==> src/rtl/fft_stage_sequencer.sv <==
// FFT stage/pair issue sequencer: walks every stage and butterfly pair, then stalls between stages until results drain.
// Optional FFT_SEQ_WB_COUNT_EN: end each drain on counted write-backs instead of a fixed DRAIN_CYCLES wait.
module fft_stage_sequencer #(
  parameter int N             = 32,
  parameter int DRAIN_CYCLES  = 4,
  parameter int stage_width   = $clog2($clog2(N)),
  parameter int pair_id_width = $clog2(N/2)
) (
  input  logic                     clk,
  input  logic                     reset,
  input  logic                     i_start,
  input  logic                     i_hold,
  input  logic                     i_wb_valid,
  output logic                     o_valid,
  output logic [stage_width-1:0]   o_stage,
  output logic [pair_id_width-1:0] o_pair_id,
  output logic                     o_busy,
  output logic                     o_done
);

  localparam logic [stage_width-1:0]   LAST_STAGE = stage_width'($clog2(N) - 1);
  localparam logic [pair_id_width-1:0] LAST_PAIR  = pair_id_width'(N/2 - 1);

  typedef enum logic [1:0] {IDLE, ISSUE, DRAIN, DONE} state_t;

  state_t                   state_reg, state_next;
  logic [stage_width-1:0]   stage_reg, stage_next;
  logic [pair_id_width-1:0] pair_reg, pair_next;
  logic                     enter_issue;
  logic                     enter_drain;
  logic                     drain_exit;

  always_ff @(posedge clk) begin
    if (!reset) begin
      state_reg <= IDLE;
      stage_reg <= '0;
      pair_reg  <= '0;
    end else begin
      state_reg <= state_next;
      stage_reg <= stage_next;
      pair_reg  <= pair_next;
    end
  end

  always_comb begin
    state_next  = state_reg;
    stage_next  = stage_reg;
    pair_next   = pair_reg;
    enter_issue = 1'b0;
    enter_drain = 1'b0;
    case (state_reg)
      IDLE: begin
        if (i_start) begin
          state_next  = ISSUE;
          stage_next  = '0;
          pair_next   = '0;
          enter_issue = 1'b1;
        end
      end
      ISSUE: begin
        if (!i_hold) begin
          if (pair_reg == LAST_PAIR) begin
            pair_next   = '0;
            state_next  = DRAIN;
            enter_drain = 1'b1;
          end else begin
            pair_next = pair_reg + 1'b1;
          end
        end
      end
      DRAIN: begin
        if (drain_exit) begin
          if (stage_reg == LAST_STAGE) begin
            state_next = DONE;
            stage_next = '0;
          end else begin
            state_next  = ISSUE;
            stage_next  = stage_reg + 1'b1;
            enter_issue = 1'b1;
          end
        end
      end
      DONE: begin
        state_next = IDLE;
      end
      default: begin
        state_next = IDLE;
      end
    endcase
  end

`ifdef FFT_SEQ_WB_COUNT_EN
  localparam logic [pair_id_width:0] WB_FULL = (pair_id_width + 1)'(N/2);

  logic [pair_id_width:0] wb_cnt_reg, wb_cnt_inc, wb_cnt_next;

  always_ff @(posedge clk) begin
    if (!reset) begin
      wb_cnt_reg <= '0;
    end else begin
      wb_cnt_reg <= wb_cnt_next;
    end
  end

  // The pulse arriving this cycle already counts, so the next stage issues the cycle after the last write-back.
  always_comb begin
    wb_cnt_inc = wb_cnt_reg;
    if ((state_reg == ISSUE || state_reg == DRAIN) && i_wb_valid && (wb_cnt_reg != WB_FULL)) begin
      wb_cnt_inc = wb_cnt_reg + 1'b1;
    end
  end

  assign wb_cnt_next = enter_issue ? '0 : wb_cnt_inc;
  assign drain_exit  = (wb_cnt_inc == WB_FULL);

  logic unused_drain_flag;
  assign unused_drain_flag = enter_drain;
`else
  localparam int DRAIN_W = (DRAIN_CYCLES > 1) ? $clog2(DRAIN_CYCLES) : 1;
  localparam logic [DRAIN_W-1:0] DRAIN_LOAD = DRAIN_W'(DRAIN_CYCLES - 1);

  logic [DRAIN_W-1:0] drain_reg, drain_next;

  always_ff @(posedge clk) begin
    if (!reset) begin
      drain_reg <= '0;
    end else begin
      drain_reg <= drain_next;
    end
  end

  // Loaded with DRAIN_CYCLES-1 so the exit on zero gives exactly DRAIN_CYCLES cycles in DRAIN.
  always_comb begin
    drain_next = drain_reg;
    if (enter_drain) begin
      drain_next = DRAIN_LOAD;
    end else if (state_reg == DRAIN && drain_reg != '0) begin
      drain_next = drain_reg - 1'b1;
    end
  end

  assign drain_exit = (drain_reg == '0);

  logic unused_wb_valid;
  assign unused_wb_valid = i_wb_valid;
`endif

  assign o_valid   = (state_reg == ISSUE) && !i_hold;
  assign o_stage   = stage_reg;
  assign o_pair_id = pair_reg;
  assign o_busy    = (state_reg == ISSUE) || (state_reg == DRAIN);
  assign o_done    = (state_reg == DONE);

endmodule

==> config.mk <==
export PLATFORM = sky130hd
export DESIGN_NAME = fft_stage_sequencer
export DESIGN_NICKNAME = d
export VERILOG_FILES = /design/src/rtl/fft_stage_sequencer.sv
export SDC_FILE = /design/constraint.sdc
export NUM_CORES = 1
export LEC_CHECK = 0
export CORE_MARGIN = 3
export CORE_UTILIZATION = 25
export DETAILED_ROUTE_END_ITERATION = 8
export HOLD_SLACK_MARGIN = 0.1
export PLACE_DENSITY_LB_ADDON = 0.05
export SYNTH_ARGS = -nofsm -noshare
export SYNTH_HDL_FRONTEND = slang
export SYNTH_SLANG_ARGS = --single-unit
==> constraint.sdc <==
create_clock -name clk -period 2 [get_ports clk]
set_input_delay 0.3 -clock clk [delete_from_list [all_inputs] [get_ports clk]]
set_output_delay 0.3 -clock clk [all_outputs]
set_load 0.005 [all_outputs]
==> summary by stage, run 1 <==
Outcome
The run finished with clean final reports.

Synth
In the synthesized netlist the dominant register cell turns out to be sky130_fd_sc_hd__dfxtp_1. By area the synthesized netlist is led by sky130_fd_sc_hd__dfxtp_1 30%, sky130_fd_sc_hd__ha_1 16%, sky130_fd_sc_hd__o21a_1 6.2%. After synthesis, the share of flip-flops with an asynchronous set or reset is 0%. The area share of the leading cell type in the synthesized netlist is about 30%.

The part of the Yosys area used for sequential elements is between 30% and 40%. The count of synthesis-stage warnings from yosys is 0. sky130_fd_sc_hd__dfxtp_1 takes more of the synthesized area than any other cell. The average cell area after synthesis is ~8.7 um^2. The area of the mapped netlist is 724 um^2. The total nets after synthesis is between 90 and 100. The synthesized design contains 11 register bits. The number of enable-type register cells in the synthesized netlist is 0.

In this run, distinct cell masters in the synthesized netlist total 32. The number of standard cells after synthesis is a little over 80.

Placed design
The HPWL reported at the end of detailed placement is ~1200 um. The placer congestion estimate is approximately 0.73. The number of buffers added on ports is 13.

Route
The sum of routed wire length over all layers is between 1500 and 2000 um. The iteration-0 DRC count of the detailed router is 4. In the final routed layout, each cell accounts on average for ~12 um. The first-pass iteration count of the detailed router is 4.

The detail route stage leaves a number of antenna-violating nets equal to 0. The routed layout has 598 vias. The number of DRC violations after detailed routing is 0. Using the TritonRoute via totals, the vias-per-cell ratio works out to 4.60.

Layout
The register with the most flip-flops in the layout has 4 of them. The area growth from synthesis to layout is 27.3%. The share of layout cells above drive strength 1 is about 9%.

The net total in the final layout is around 120. The most frequent standard cell in the layout excluding fill and tap cells is sky130_fd_sc_hd__clkdlybuf4s50_1. The library cells used most frequently in the layout, excluding fill and tap cells, are 13 x sky130_fd_sc_hd__clkdlybuf4s50_1, 11 x sky130_fd_sc_hd__dfxtp_1, 9 x sky130_fd_sc_hd__nand2_1, 9 x sky130_fd_sc_hd__ha_1. The repair_antennas step left the layout with diodes totalling 0.

Timing
The final-report hold violation count was 0. The worst path uses approximately 94% of the clock period. Adding up every negative setup slack in the final design gives 0 ns. Setup violations remaining at the end of the flow were counted as 0. Final hold analysis gives a worst-case slack of between 0.5 and 0.6 ns. The worst-margin pin slew is about 0.42 ns. Clock skew on the completed layout was measured at between 0.001 and 0.0015 ns. The final max-slew violation count came to 0. The fmax is ~530 MHz. The shortest period the worst path allows is between 1.5 and 2 ns. The max-slew headroom at the worst pin is 72.0%.

Setup repair after global routing left no endpoint under its margin.

CTS
Clock latency on the worst-skew pair, taken at its later pin, is ~0.27 ns. After clock tree synthesis, the clock-pin slew on the worst setup and hold paths is 0.07 ns. The buffer cell driving the clock tree root is sky130_fd_sc_hd__clkbuf_4. TritonCTS built the clock tree. Clock tree synthesis inserted a total of 3 buffers. The number of sinks driven by the clock tree is 11. In this run the number of H-tree levels came out at 1. The worst-case clock buffer depth is 2.

Worst setup path
The category of the worst setup path capture point is an output pin. The required time of the critical path is ~1.7 ns. The worst setup path is launched from a register. Of all nets on the critical path, the largest fanout is 6. At the worst endpoint, the arrival time is roughly 1.6 ns. The worst flop-to-flop path startpoint is state_reg[0].

The launching element of the worst setup path is state_reg[0]. The critical path start-end classification is register to output pin. For the worst flop-to-flop path, the logic depth is 6. For flop-to-flop paths, the worst setup slack is 0.24 ns. The endpoint identified for the worst register-to-register timing path is state_reg[1].

Flow run
The tool flagged a number of max-cap violations equal to 0.

Global routing
The global router's overall resource usage is 10.5%. Entering global routing, the biggest net connects 13 pins. The initial antenna violation count was 0. The number of global-route vias before repair is 582. The first global-routing pass estimated 2770 um of wire. The total congestion overflow is 0.

Floorplanning
The overall die width is about 60 um. The area of the die is 3580 um^2. From bottom edge to top edge, the die measures about 60 um. The effective utilization at floorplan is about 28%. The initialized floorplan defines 18 standard-cell rows. The placeable core region is around 2600 um^2. The top-level port count is 15.

Pwr
The leakage component of the power is 0.356 nW. The maximum vdd ir drop is 0.000508 V. The power per cell area is roughly 910 nW/um^2.

Min path
The cell count of the worst hold path is 2. The min-delay analysis places its worst path in the category register to register. The beginning of the worst hold path is o_pair_id[0].

The worst-case hold path end point is o_pair_id[0].
[kinds of logic after synthesis]
kind of cell	synth area share [%]
AOI/OAI and AO/OA	23.5
xor gates and xnor gates	1.21
adders and majority gates	15.5
buffers and inverters	4.15
DFF	30.4
and+or+nand+nor	25.2
[synth_stat cells (2+ instances only)]
cell / number
sky130_fd_sc_hd__o21ai_0: 2
sky130_fd_sc_hd__dfxtp_1: 11
sky130_fd_sc_hd__a21boi_0: 3
sky130_fd_sc_hd__and2b_1: 3
sky130_fd_sc_hd__ha_1: 9
sky130_fd_sc_hd__nor2_1: 3
sky130_fd_sc_hd__nand2_1: 9
sky130_fd_sc_hd__nand3_1: 2
sky130_fd_sc_hd__a21oi_1: 3
sky130_fd_sc_hd__o21a_1: 6
sky130_fd_sc_hd__nor3_1: 2
sky130_fd_sc_hd__or3_1: 2
sky130_fd_sc_hd__nor2b_1: 3
sky130_fd_sc_hd__inv_1: 7
[how the worst max path moves through the flow]
stage	end	cells after the start	slack (ns)
final	o_busy	3	0.13
after global routing	o_valid	3	0.009
after CTS	o_valid	4	0.10
after detailed placement	state_reg[1]	5	0.18
after global placement	state_reg[1]	5	0.20
after floorplan	o_stage[0]	6	0.40
[worst max-delay path, cell delays in order (launching register included)]
cell and delay (ns):
sky130_fd_sc_hd__dfxtp_1 0.43, sky130_fd_sc_hd__inv_1 0.09, sky130_fd_sc_hd__ha_1 0.28, sky130_fd_sc_hd__clkdlybuf4s50_1 0.49
[cell type report]
cell class / count / area [um^2]
Fill cell: 286 / 1690
Inverter: 7 / 26.3
Multi-Input combinational cell: 64 / 474
Sequential cell: 11 / 220
Clock buffer: 4 / 26.3
Tap cell: 30 / 37.5
Timing Repair Buffer: 14 / 138
[power by group]
| group | switching, mW | total, mW | internal, mW |
|---|---|---|---|
| clock network | 0.0807 | 0.158 | 0.0772 |
| registers | 0.0340 | 0.278 | 0.244 |
| logic | 0.203 | 0.403 | 0.199 |
[per-layer routing]
metal,vias to the layer above,global-route usage [%],wire length (um)
li1,330,-,-
met1,250,14.9,829
met2,16,14.2,581
met3,2,4.54,97
met4,0,2.85,19
met5,-,0,0
[through the flow]
step / std cells / utilization, % / total power [mW] / setup slack (ns) / cell area (um^2)
2_1_floorplan: 83 / - / 0.556 / 0.401 / 724
3_3_place_gp: 126 / 34.3 / 0.695 / 0.196 / 896
3_5_place_dp: 126 / 34.3 / 0.690 / 0.183 / 896
4_1_cts: 130 / 35.3 / 0.856 / 0.103 / 922
5_1_grt: 130 / 35.3 / 0.934 / 0.00886 / 922
6_report: 130 / 35.3 / 0.838 / 0.130 / 922
[repair_timing]
| action | in CTS | in global routing |
|---|---|---|
| hold buffers | 0 | 0 |
| setup endpoints to repair | 0 | 1 |
| resized for setup | 0 | 1 |
| setup buffers | 0 | 0 |
(Power assumes the default switching activity.)
==> inputs of run 2 (changes only) <==
==> constraint.sdc (replaced) <==
create_clock -name clk -period 2 [get_ports clk]
set_input_delay 0.6 -clock clk [delete_from_list [all_inputs] [get_ports clk]]
set_output_delay 0.6 -clock clk [all_outputs]
set_load 0.005 [all_outputs]
==> summary by stage, run 2 (same netlist as run 1, synthesis figures left out) <==
Outcome
Status: finished, final reports clean (unchanged).

Route
The sum of routed wire length over all layers was 1650 um (was 1530 um). The per-cell via count in the routed design was 4.60 (about the same). The number of DRC violations after detailed routing came to 0 (unchanged). The routed length on met1 is 865 um (was 829 um). The detailed-route via count is 626 (was 598). The final routed wire length divided by cell count was 12.2 um (was 11.8 um).

The first-pass iteration count of the detailed router is 1 (was 4). The detailed route wirelength on metal3 is 89 um (was 97 um). The uppermost layer routed is met4 (unchanged). The count of nets left with antenna violations after detail routing is 0 (unchanged). The met2 wirelength from detailed routing is 681 um (was 581 um). The iteration-0 DRC count of the detailed router is 0 (was 4).

Timing
The fmax is 518 MHz (was 535 MHz). The max-slew headroom at the worst pin came to 76.7% (was 72.0%). The final hold slack came to 0.509 ns (was 0.516 ns). The final max-slew violation count came to 0 (unchanged). The final cycle utilization of the critical path is 96.5% (was 93.5%). The clock skew after layout is 0.00529 ns (was 0.00129 ns). The final-report hold violation count is 0 (unchanged).

The post-layout worst setup margin is 0.0706 ns (was 0.130 ns). Setup repair after global routing missed its margin: false (unchanged). The number of failing setup endpoints in the final timing report came to 0 (unchanged). The worst-margin pin slew is 0.347 ns (was 0.419 ns).

The shortest period the worst path allows is 1.93 ns (was 1.87 ns).

CTS
The number of sinks driven by the clock tree is 11 (unchanged). The number of clock buffers inserted by TritonCTS is 3 (unchanged). The worst-case clock buffer depth came to 2 (unchanged). The CTS tree is built (unchanged). The number of hold buffers added after cts is 0 (unchanged). The count of H-tree levels built during CTS is 1 (unchanged). The clock transition at the register clock pins on the worst setup and hold paths after CTS came to 0.08 ns (was 0.07 ns).

The clock latency reported for the late side of the worst-skew pair was 0.27 ns (about the same). The buffer cell driving the clock tree root is sky130_fd_sc_hd__clkbuf_4 (unchanged).

Global routing
The initial antenna violation count is 0 (unchanged). The maximum number of pins on one net before global-route repair was 9 (was 13). The total congestion overflow is 0 (unchanged). The global router's overall resource usage is 10.2% (was 10.5%). The first-pass GRT wire length is 2680 um (was 2770 um). The number of global-route vias before repair is 564 (was 582).

Floorplanning
The top-level port count is 15 (unchanged). The area of the die is 3580 um^2 (unchanged). The overall die width is 59.8 um (unchanged). The effective utilization at floorplan is 27.7% (unchanged).

The die span in y is 59.8 um (unchanged). The standard-cell row count is 18 (unchanged). The placeable core region was 2610 um^2 (unchanged).

Layout
The cell area after layout was 968 um^2 (was 922 um^2). Commonest non-fill, non-tap cells in the layout: 9 x sky130_fd_sc_hd__nand2_1, 9 x sky130_fd_sc_hd__ha_1, 9 x sky130_fd_sc_hd__dfxtp_1, 9 x sky130_fd_sc_hd__clkdlybuf4s50_1, 7 x sky130_fd_sc_hd__buf_4 (was 13 x sky130_fd_sc_hd__clkdlybuf4s50_1, 11 x sky130_fd_sc_hd__dfxtp_1, 9 x sky130_fd_sc_hd__nand2_1, 9 x sky130_fd_sc_hd__ha_1). The share of layout cells above drive strength 1 is 16.0% (was 9.00%). The flip-flop count of the largest register after layout is 4 (unchanged). The net total in the final layout is 121 (was 115). The area growth from synthesis to layout came to 33.7% (was 27.3%). The fill cell total of the finished layout is 277 (was 286). The number of antenna diodes is 0 (unchanged). The final instance count without filler cells is 136 (was 130). The utilization after layout came to 37.1% (was 35.3%).

Worst setup path
The delay of the slowest cell on the worst path is 0.34 ns (was 0.49 ns). The worst path buffer plus inverter count is 2 (unchanged). The critical path start-end classification is register to output pin (unchanged).

The master of the slowest instance on the critical path is sky130_fd_sc_hd__dfxtp_2 (was sky130_fd_sc_hd__clkdlybuf4s50_1). The maximum fanout along the worst path is 3 (was 6). The element type at the critical path start is a register (unchanged). The depth of the worst register-to-register path is 6 (unchanged). The reg-to-reg setup timing slack came to 0.34 ns (was 0.24 ns). The data arrival time of the critical path is 1.33 ns (was 1.57 ns). Crit path cell chain: buf_4 > ha_1 > nor2b_1 > dlygate4sd2_1 (was inv_1 > ha_1 > clkdlybuf4s50_1). The category of the worst setup path capture point is an output pin (unchanged). The cell family with the largest share of critical-path delay is buffers and inverters (unchanged). The destination of the worst register-to-register timing path is o_pair_id[0] (was state_reg[1]).

The required time of the critical path is 1.40 ns (was 1.70 ns). The worst flop-to-flop path startpoint was state_reg[0] (unchanged).

Placed design
The worst-case setup slack after placement is -0.314 ns (was 0.183 ns). The placement-stage cell area is 926 um^2 (was 896 um^2). The placer congestion estimate came to 0.762 (was 0.725).

The HPWL reported at the end of detailed placement came to 1270 um (was 1160 um). The number of buffers added on ports is 13 (unchanged). The total placed cells including tap cells came to 130 (was 126).

Min path
The class of the tightest hold or removal check is register to register (unchanged). The beginning of the worst hold path is o_pair_id[0] (unchanged). The cell count of the worst hold path is 2 (unchanged). The worst-case hold path end point is o_pair_id[0] (unchanged).

Pwr
The maximum vdd ir drop is 0.000448 V (was 0.000508 V). The power per cell area is 927 nW/um^2 (was 909 nW/um^2). The leakage component of the power is 0.414 nW (was 0.356 nW).

Flow run
The max-capacitance violation count is 0 (unchanged).
run 2: cell count changes in the layout (fill, tap and decap cells not counted):
cell                              previous run  this run
sky130_fd_sc_hd__buf_4                       1         7
sky130_fd_sc_hd__dlymetal6s2s_1              0         1
sky130_fd_sc_hd__clkdlybuf4s50_1            13         9
sky130_fd_sc_hd__dlygate4sd2_1               0         3
sky130_fd_sc_hd__dfxtp_2                     0         2
sky130_fd_sc_hd__dfxtp_1                    11         9
run 2: worst min-delay path, cell delays in order, from the launching register on:
cell and delay [ns]:
sky130_fd_sc_hd__dfxtp_1 0.35, sky130_fd_sc_hd__nand2_1 0.07, sky130_fd_sc_hd__a21boi_1 0.05
run 2: through the flow:
stage | TNS [ns] | power, mW
final | 0 | 0.898
after global routing | 0 | 0.977
after global placement | -0.410 | 0.739
after floorplan | 0 | 0.556
after detailed placement | -0.436 | 0.738
after CTS | 0 | 0.914
run 2: worst max path at each step:
| stage | from | end | slack [ns] | depth (start not counted) |
|---|---|---|---|---|
| global placement | i_hold | o_valid | -0.33 | 3 |
| floorplan | state_reg[0] | o_stage[0] | 0.40 | 6 |
| detailed placement | i_hold | o_valid | -0.31 | 3 |
| global route | state_reg[0] | o_valid | 0.03 | 4 |
| CTS | state_reg[0] | o_done | 0.02 | 3 |
| finish | state_reg[0] | o_valid | 0.07 | 4 |
run 2: area by class of cell:
cell class,instances,area (um^2),share of cell area [%]
Multi-Input combinational cell,64,474,49.0
Sequential cell,11,223,23.0
Timing Repair Buffer,20,181,18.7
Tap cell,30,37.5,3.88
Clock buffer,4,26.3,2.71
Inverter,7,26.3,2.71
run 2: report_power, final:
group          total, mW  leakage (nW)  internal, mW  switching [mW]
logic              0.468         0.309         0.237           0.232
registers          0.270        0.0898         0.247          0.0236
clock network      0.159        0.0150        0.0773          0.0821
total              0.898         0.414         0.561           0.337
run 2: timing repair:
item	in CTS	in global routing
buffers inserted	2	0
setup endpoints to repair	3	1
resized for setup	6	1
gates cloned	0	0
run 2: per-layer routing:
metal  GRT usage (%)  vias up
met4            2.85        0
met5               0        -
met3            4.75        2
li1                -      338
met2            14.7       10
met1            13.4      276
